==> src/rtl/xex_buf_pkg.sv <==
// Shared types for the XEX-AES output buffer.
// Block and word widths plus word-select helper.
package xex_buf_pkg;

  localparam int AES_BLK_W     = 128;
  localparam int WORD_W        = 32;
  localparam int WORDS_PER_BLK = 4;
  localparam int SECTOR_BYTES  = 4096;

  typedef logic [AES_BLK_W-1:0] aes_blk_t;
  typedef logic [WORD_W-1:0]    word_t;

  typedef enum logic [1:0] {
    W0 = 2'd0,
    W1 = 2'd1,
    W2 = 2'd2,
    W3 = 2'd3
  } word_idx_e;

  // Word 0 is the most significant 32 bits of the block.
  function automatic word_t blk_word(
    input aes_blk_t  blk,
    input word_idx_e idx
  );
    word_t w;
    unique case (idx)
      W0: w = blk[127:96];
      W1: w = blk[95:64];
      W2: w = blk[63:32];
      W3: w = blk[31:0];
    endcase
    return w;
  endfunction

endpackage

==> src/rtl/xex_out_buffer_blk_fifo.sv <==
// Synchronous FIFO of AES blocks with flush.
// Flush wins over pop; a same-cycle push lands in slot 0.
module blk_fifo
  import xex_buf_pkg::*;
#(
  parameter  int DEPTH = 4,
  localparam int PTR_W = $clog2(DEPTH),
  localparam int LVL_W = PTR_W + 1
) (
  input  logic             clk,
  input  logic             rst,
  input  logic             push,
  input  logic             pop,
  input  logic             flush,
  input  aes_blk_t         din,
  output aes_blk_t         dout,
  output logic             full,
  output logic             empty,
  output logic [LVL_W-1:0] level
);

  logic [PTR_W-1:0] wptr_q, wptr_d;
  logic [PTR_W-1:0] rptr_q, rptr_d;
  logic [PTR_W-1:0] waddr;
  logic [LVL_W-1:0] level_q, level_d;
  logic             wr_en, rd_en;
  aes_blk_t         mem_q [DEPTH];

  assign full  = (level_q == LVL_W'(DEPTH));
  assign empty = (level_q == '0);
  assign dout  = mem_q[rptr_q];
  assign level = level_q;

  always_comb begin
    rd_en   = pop & ~empty & ~flush;
    wr_en   = push & (flush | ~full | rd_en);
    waddr   = flush ? '0 : wptr_q;
    wptr_d  = wptr_q + PTR_W'(wr_en);
    rptr_d  = rptr_q + PTR_W'(rd_en);
    level_d = level_q + LVL_W'(wr_en)
            - LVL_W'(rd_en);
    if (flush) begin
      rptr_d  = '0;
      wptr_d  = PTR_W'(wr_en);
      level_d = LVL_W'(wr_en);
    end
  end

  always_ff @(posedge clk or posedge rst) begin
    if (rst) begin
      wptr_q  <= '0;
      rptr_q  <= '0;
      level_q <= '0;
    end else begin
      wptr_q  <= wptr_d;
      rptr_q  <= rptr_d;
      level_q <= level_d;
    end
  end

  always_ff @(posedge clk) begin
    if (wr_en) mem_q[waddr] <= din;
  end

endmodule

==> src/rtl/xex_out_buffer.sv <==
// Output buffer: queues AES blocks, serialises
// them MSB-first to 32-bit words, frames sectors.
module xex_out_buffer
  import xex_buf_pkg::*;
#(
  parameter  int DEPTH             = 4,
  parameter  int BLOCKS_PER_SECTOR = 256,
  localparam int LVL_W             = $clog2(DEPTH) + 1
) (
  input  logic                 clk,
  input  logic                 rst,
  input  logic                 out_rdy,
  input  logic [AES_BLK_W-1:0] data_out,
  input  logic                 sector_start,
  output logic                 m_valid,
  output logic [WORD_W-1:0]    m_data,
  input  logic                 m_ready,
  output logic                 m_last,
  output logic                 sector_done,
  output logic                 n_busy,
  output logic                 overflow,
  output logic [LVL_W-1:0]     level
);

  localparam int CNT_W =
    (BLOCKS_PER_SECTOR > 1) ? $clog2(BLOCKS_PER_SECTOR) : 1;

  word_idx_e        word_idx_q, word_idx_d;
  logic [CNT_W-1:0] blk_cnt_q, blk_cnt_d;
  logic             overflow_q, overflow_d;
  logic             sector_done_q, sector_done_d;

  aes_blk_t         head;
  logic             fifo_full, fifo_empty;
  logic             xfer, pop, last_blk;

  blk_fifo #(
    .DEPTH (DEPTH)
  ) u_fifo (
    .clk   (clk),
    .rst   (rst),
    .push  (out_rdy),
    .pop   (pop),
    .flush (sector_start),
    .din   (data_out),
    .dout  (head),
    .full  (fifo_full),
    .empty (fifo_empty),
    .level (level)
  );

  assign last_blk =
    (blk_cnt_q == CNT_W'(BLOCKS_PER_SECTOR - 1));

  always_comb begin
    m_valid       = ~fifo_empty;
    m_data        = fifo_empty ? '0
                  : blk_word(head, word_idx_q);
    xfer          = m_valid & m_ready;
    m_last        = m_valid & (word_idx_q == W3) & last_blk;
    pop           = xfer & (word_idx_q == W3) & ~sector_start;
    word_idx_d    = word_idx_q;
    blk_cnt_d     = blk_cnt_q;
    overflow_d    = overflow_q;
    sector_done_d = xfer & m_last & ~sector_start;
    if (sector_start) begin
      word_idx_d = W0;
      blk_cnt_d  = '0;
      overflow_d = 1'b0;
    end else begin
      if (xfer) begin
        unique case (word_idx_q)
          W0: word_idx_d = W1;
          W1: word_idx_d = W2;
          W2: word_idx_d = W3;
          W3: word_idx_d = W0;
        endcase
      end
      if (pop) begin
        blk_cnt_d = last_blk ? '0 : blk_cnt_q + CNT_W'(1);
      end
      // Dropped block: full, and no pop frees a slot this cycle.
      if (out_rdy & fifo_full & ~pop) overflow_d = 1'b1;
    end
  end

  always_ff @(posedge clk or posedge rst) begin
    if (rst) begin
      word_idx_q    <= W0;
      blk_cnt_q     <= '0;
      overflow_q    <= 1'b0;
      sector_done_q <= 1'b0;
    end else begin
      word_idx_q    <= word_idx_d;
      blk_cnt_q     <= blk_cnt_d;
      overflow_q    <= overflow_d;
      sector_done_q <= sector_done_d;
    end
  end

  assign overflow    = overflow_q;
  assign sector_done = sector_done_q;
  assign n_busy      = (level >= LVL_W'(DEPTH - 1));

endmodule

==> config.mk <==
export PLATFORM = sky130hd
export DESIGN_NAME = xex_out_buffer
export DESIGN_NICKNAME = d
export VERILOG_FILES = /design/src/rtl/xex_buf_pkg.sv /design/src/rtl/xex_out_buffer_blk_fifo.sv /design/src/rtl/xex_out_buffer.sv
export SDC_FILE = /design/constraint.sdc
export NUM_CORES = 1
export LEC_CHECK = 0
export CAP_MARGIN = 30
export CORE_MARGIN = 8
export CORE_UTILIZATION = 55
export DETAILED_ROUTE_END_ITERATION = 8
export PLACE_DENSITY = 0.79
export SYNTH_ARGS = -nofsm -noshare
export SYNTH_HDL_FRONTEND = slang
export SYNTH_SLANG_ARGS = --single-unit
==> constraint.sdc <==
create_clock -name clk -period 20.1 [get_ports clk]
set_clock_uncertainty 0.15 [all_clocks]
set_input_delay 6.03 -clock clk [delete_from_list [all_inputs] [get_ports clk]]
set_output_delay 6.03 -clock clk [all_outputs]
set_load 0.01 [all_outputs]
==> run_results.csv <==
group,metric,value,unit
status,outcome,"completed",
floorplan,die_height,209,µm
layout,utilization,66.4,%
global_route,grt_pass1_wl,67800,µm
layout,area_growth,18.8,%
floorplan,initial_core_util,55.8,%
worst_setup_path,slowest_stage,"dfrtp_4",
pwr,p_sw_share,22.7,%
synth,syn_area,20500,µm²
floorplan,ios,173,
pwr,pwr-share-comb,11.2,%
pwr,ir_drop,0.0772,mV
worst_setup_path,critPathMaxStageDelay,1.00,ns
placement,dp_hpwl,26200,µm
sta,period_minus_slack,10.82,ns
pwr,clkPwrFrac,37.0,%
pwr,switching_power,0.000565,W
drt,vias_per_cell,6.19,
synth,synth-seq-cells,531,
clock_tree,cts_max_level,2,
layout,final_nets,1367,
worst_setup_path,worst_ep_required_time,13.92,ns
flow_run,drv_cap,0,
placement,placed_cell_area,22700,µm²
global_route,overflow,0,
worst_setup_path,start_kind,"flip-flop",
worst_setup_path,crit_family,"buffers and inverters",
global_route,grt_pass1_vias,11300,
drt,ant_nets,0,
worst_setup_path,endpoint_kind,"primary output",
floorplan,coreArea,36700,µm²
clock_tree,cts.sinks,531,
synth,ys_seq_area_share,77.3,%
sta,final_hold_viol_count,0,
drt,wl_per_cell,26.1,µm
synth,synth_top_cell_by_area,"edfxtp_1",
clock_tree,cts_tree,"yes",
synth,netlist_instances,1047,
layout,fillers,2382,
drt,drc,0,
floorplan,die_width,209,µm
synth,synth-edff-count,512,
worst_setup_path,cpMostUsedCell,"buf_4",
worst_setup_path,path_buf_inv,3,
worst_setup_path,path_class,"reg2out",
pwr,internal_power,0.00193,W
placement,portBuffers,172,
synth,ys_warn_count,0,
clock_tree,post-cts-setup-buffers,0,
synth,avgSynthCellArea,19.6,µm²
worst_setup_path,cp_cell_sequence,"buf_4, buf_4, mux4_2, o21ai_0, a31oi_1, clkdlybuf4s50_1",
sta,drv_slew,0,
clock_tree,clk_latency,0.56,ns
pwr,p_seq_share,51.7,%
hold_path,hp-class,"reg2reg",
layout,drive_above_1_share,16.0,%
drt,dr.pass1.iters,5,
clock_tree,clk_pin_slew,0.07,ns
placement,place.gp.congestion,0.748,
clock_tree,cts_resized,0,
global_route,grt_max_degree,62,
global_route,antenna_found_initial,4,
clock_tree,postCtsHoldBufs,0,
pwr,p_leak,7.59,nW
clock_tree,clk_path_buf_depth,3,
global_route,track_usage,20.3,%
sta,grt_setup_unrepaired,"false",
synth,synthFlopType,"edfxtp_1",
layout,multi_input_area,4290,µm²
sta,finalSetupViolCount,0,
synth,synthArstFlopShare,3.58,%
drt,drt_iter0_markers,804,
sta,finalSetupTns,0,ns
pwr,finalPower,0.00249,W
worst_setup_path,cp_max_fo,56,
sta,finalCritPeriodShare,53.8,%
pwr,power_density,102,nW/µm²
layout,register_area,15900,µm²
worst_setup_path,worstPathArrival,4.64,ns
floorplan,rows,70,
synth,synth_area_leaders,"edfxtp_1 (75%), mux4_2 (7.0%), mux2i_1 (3.2%), dfrtp_1 (2.3%), mux2_2 (1.7%)",
synth,yosys.cell_types.count,47,
synth,syn_nets,1189,
sta,slew_headroom,33.9,%
sta,tightest_slew,0.992,ns
layout,stdcell_area,24400,µm²
drt,vias,10800,
clock_tree,cts_buffers,51,
drt,wirelength,45300,µm
synth,synth_top_area_share,75.0,%
sta,fmax,0.0924,GHz
clock_tree,clock-root-buffer,"clkbuf_16",
floorplan,dieArea,43700,µm²
-- sequential cells by signal (all words and copies together) (netlist names) --
name / flops
u_fifo.mem_q: 512
blk_cnt_q: 8
u_fifo.level: 3
u_fifo.rptr_q: 2
u_fifo.wptr_q: 2
word_idx_q: 2
overflow: 1
sector_done: 1
-- kinds of logic (layout without fill, tap and decap cells) --
family,Yosys count,in the layout,synth area share [%]
other,0,2,0
flip-flops,531,531,77.3
buffers and inverters,76,295,1.92
XOR/XNOR,8,8,0.342
AND/OR/NAND/NOR,83,83,1.92
AO/OA/AOI/OAI,179,179,5.93
adder cells (fa/ha/maj),9,9,0.586
multiplexers,161,161,12.0
-- metal layers --
| layer | up-vias | wire length, µm | global-route usage, % |
|---|---|---|---|
| met5 | - | 40 | 0 |
| met4 | 6 | 988 | 6.00 |
| met3 | 90 | 3140 | 4.52 |
| met2 | 414 | 22500 | 33.7 |
| met1 | 5557 | 18600 | 26.8 |
| li1 | 4684 | - | - |
-- path summary, 6_finish.rpt --
path	from	to	slack (ns)	cells past startpoint
setup / recovery	u_fifo.rptr_q[0]	m_data[8]	9.28	6
hold / removal	overflow	overflow	0.36	1
setup reg to reg	word_idx_q[1]	u_fifo.mem_q[3][111]	16.66	7
hold reg to reg	overflow	overflow	0.36	1
max in group asynchronous	rst	u_fifo.rptr_q[1]	13.50	2
min in group asynchronous	rst	blk_cnt_q[3]	5.76	2
-- layout make-up --
type / instances / area share (%)
Antenna cell: 2 / 0.0205
Clock buffer: 65 / 5.63
Clock inverter: 29 / 0.997
Inverter: 10 / 0.154
Multi-Input combinational cell: 440 / 17.6
Sequential cell: 531 / 65.1
Tap cell: 468 / 2.40
Timing Repair Buffer: 191 / 8.06
-- Yosys cell counts, types with 3 or more instances --
master	n
dfrtp_1	19
o22ai_1	30
mux4_2	64
buf_6	6
inv_1	9
o21ai_0	39
mux2i_1	66
a31oi_1	32
buf_1	3
ha_1	8
nor2_1	15
mux2_2	31
a32oi_1	31
clkbuf_1	30
a211oi_1	32
edfxtp_1	512
xor2_1	6
a21oi_1	6
nand2_1	43
buf_4	12
buf_2	15
and3_1	6
-- through the flow --
| stage | cells | hold WS, ns | setup WS [ns] |
|---|---|---|---|
| final | 1736 | 0.365 | 9.28 |
| after global routing | 1735 | 0.379 | 8.96 |
| after CTS | 1733 | 0.367 | 9.13 |
| after detailed placement | 1639 | 0.354 | 9.75 |
| after global placement | 1634 | 0.353 | 9.80 |
| after floorplan | 1047 | 0.348 | -0.559 |
-- cells in the final DEF, fill, tap and decap left out, types with 31 or more instances in the layout --
cell	netlist	final
a32oi_1	31	31
edfxtp_1	512	512
a31oi_1	32	32
nand2_1	43	42
clkdlybuf4s50_1	0	172
clkbuf_16	0	53
mux4_2	64	64
mux2_2	31	31
mux2i_1	66	66
o21ai_0	39	39
a211oi_1	32	32
-- power groups by stage --
stage	Sequential (W)	Clock, W	Combinational, W
floorplan	0.00132	0	0.000124
global placement	0.00131	0	0.000270
detailed placement	0.00131	0	0.000279
CTS	0.00129	0.000935	0.000281
global route	0.00129	0.000974	0.000298
finish	0.00129	0.000922	0.000280
(Power assumes the default switching activity.)
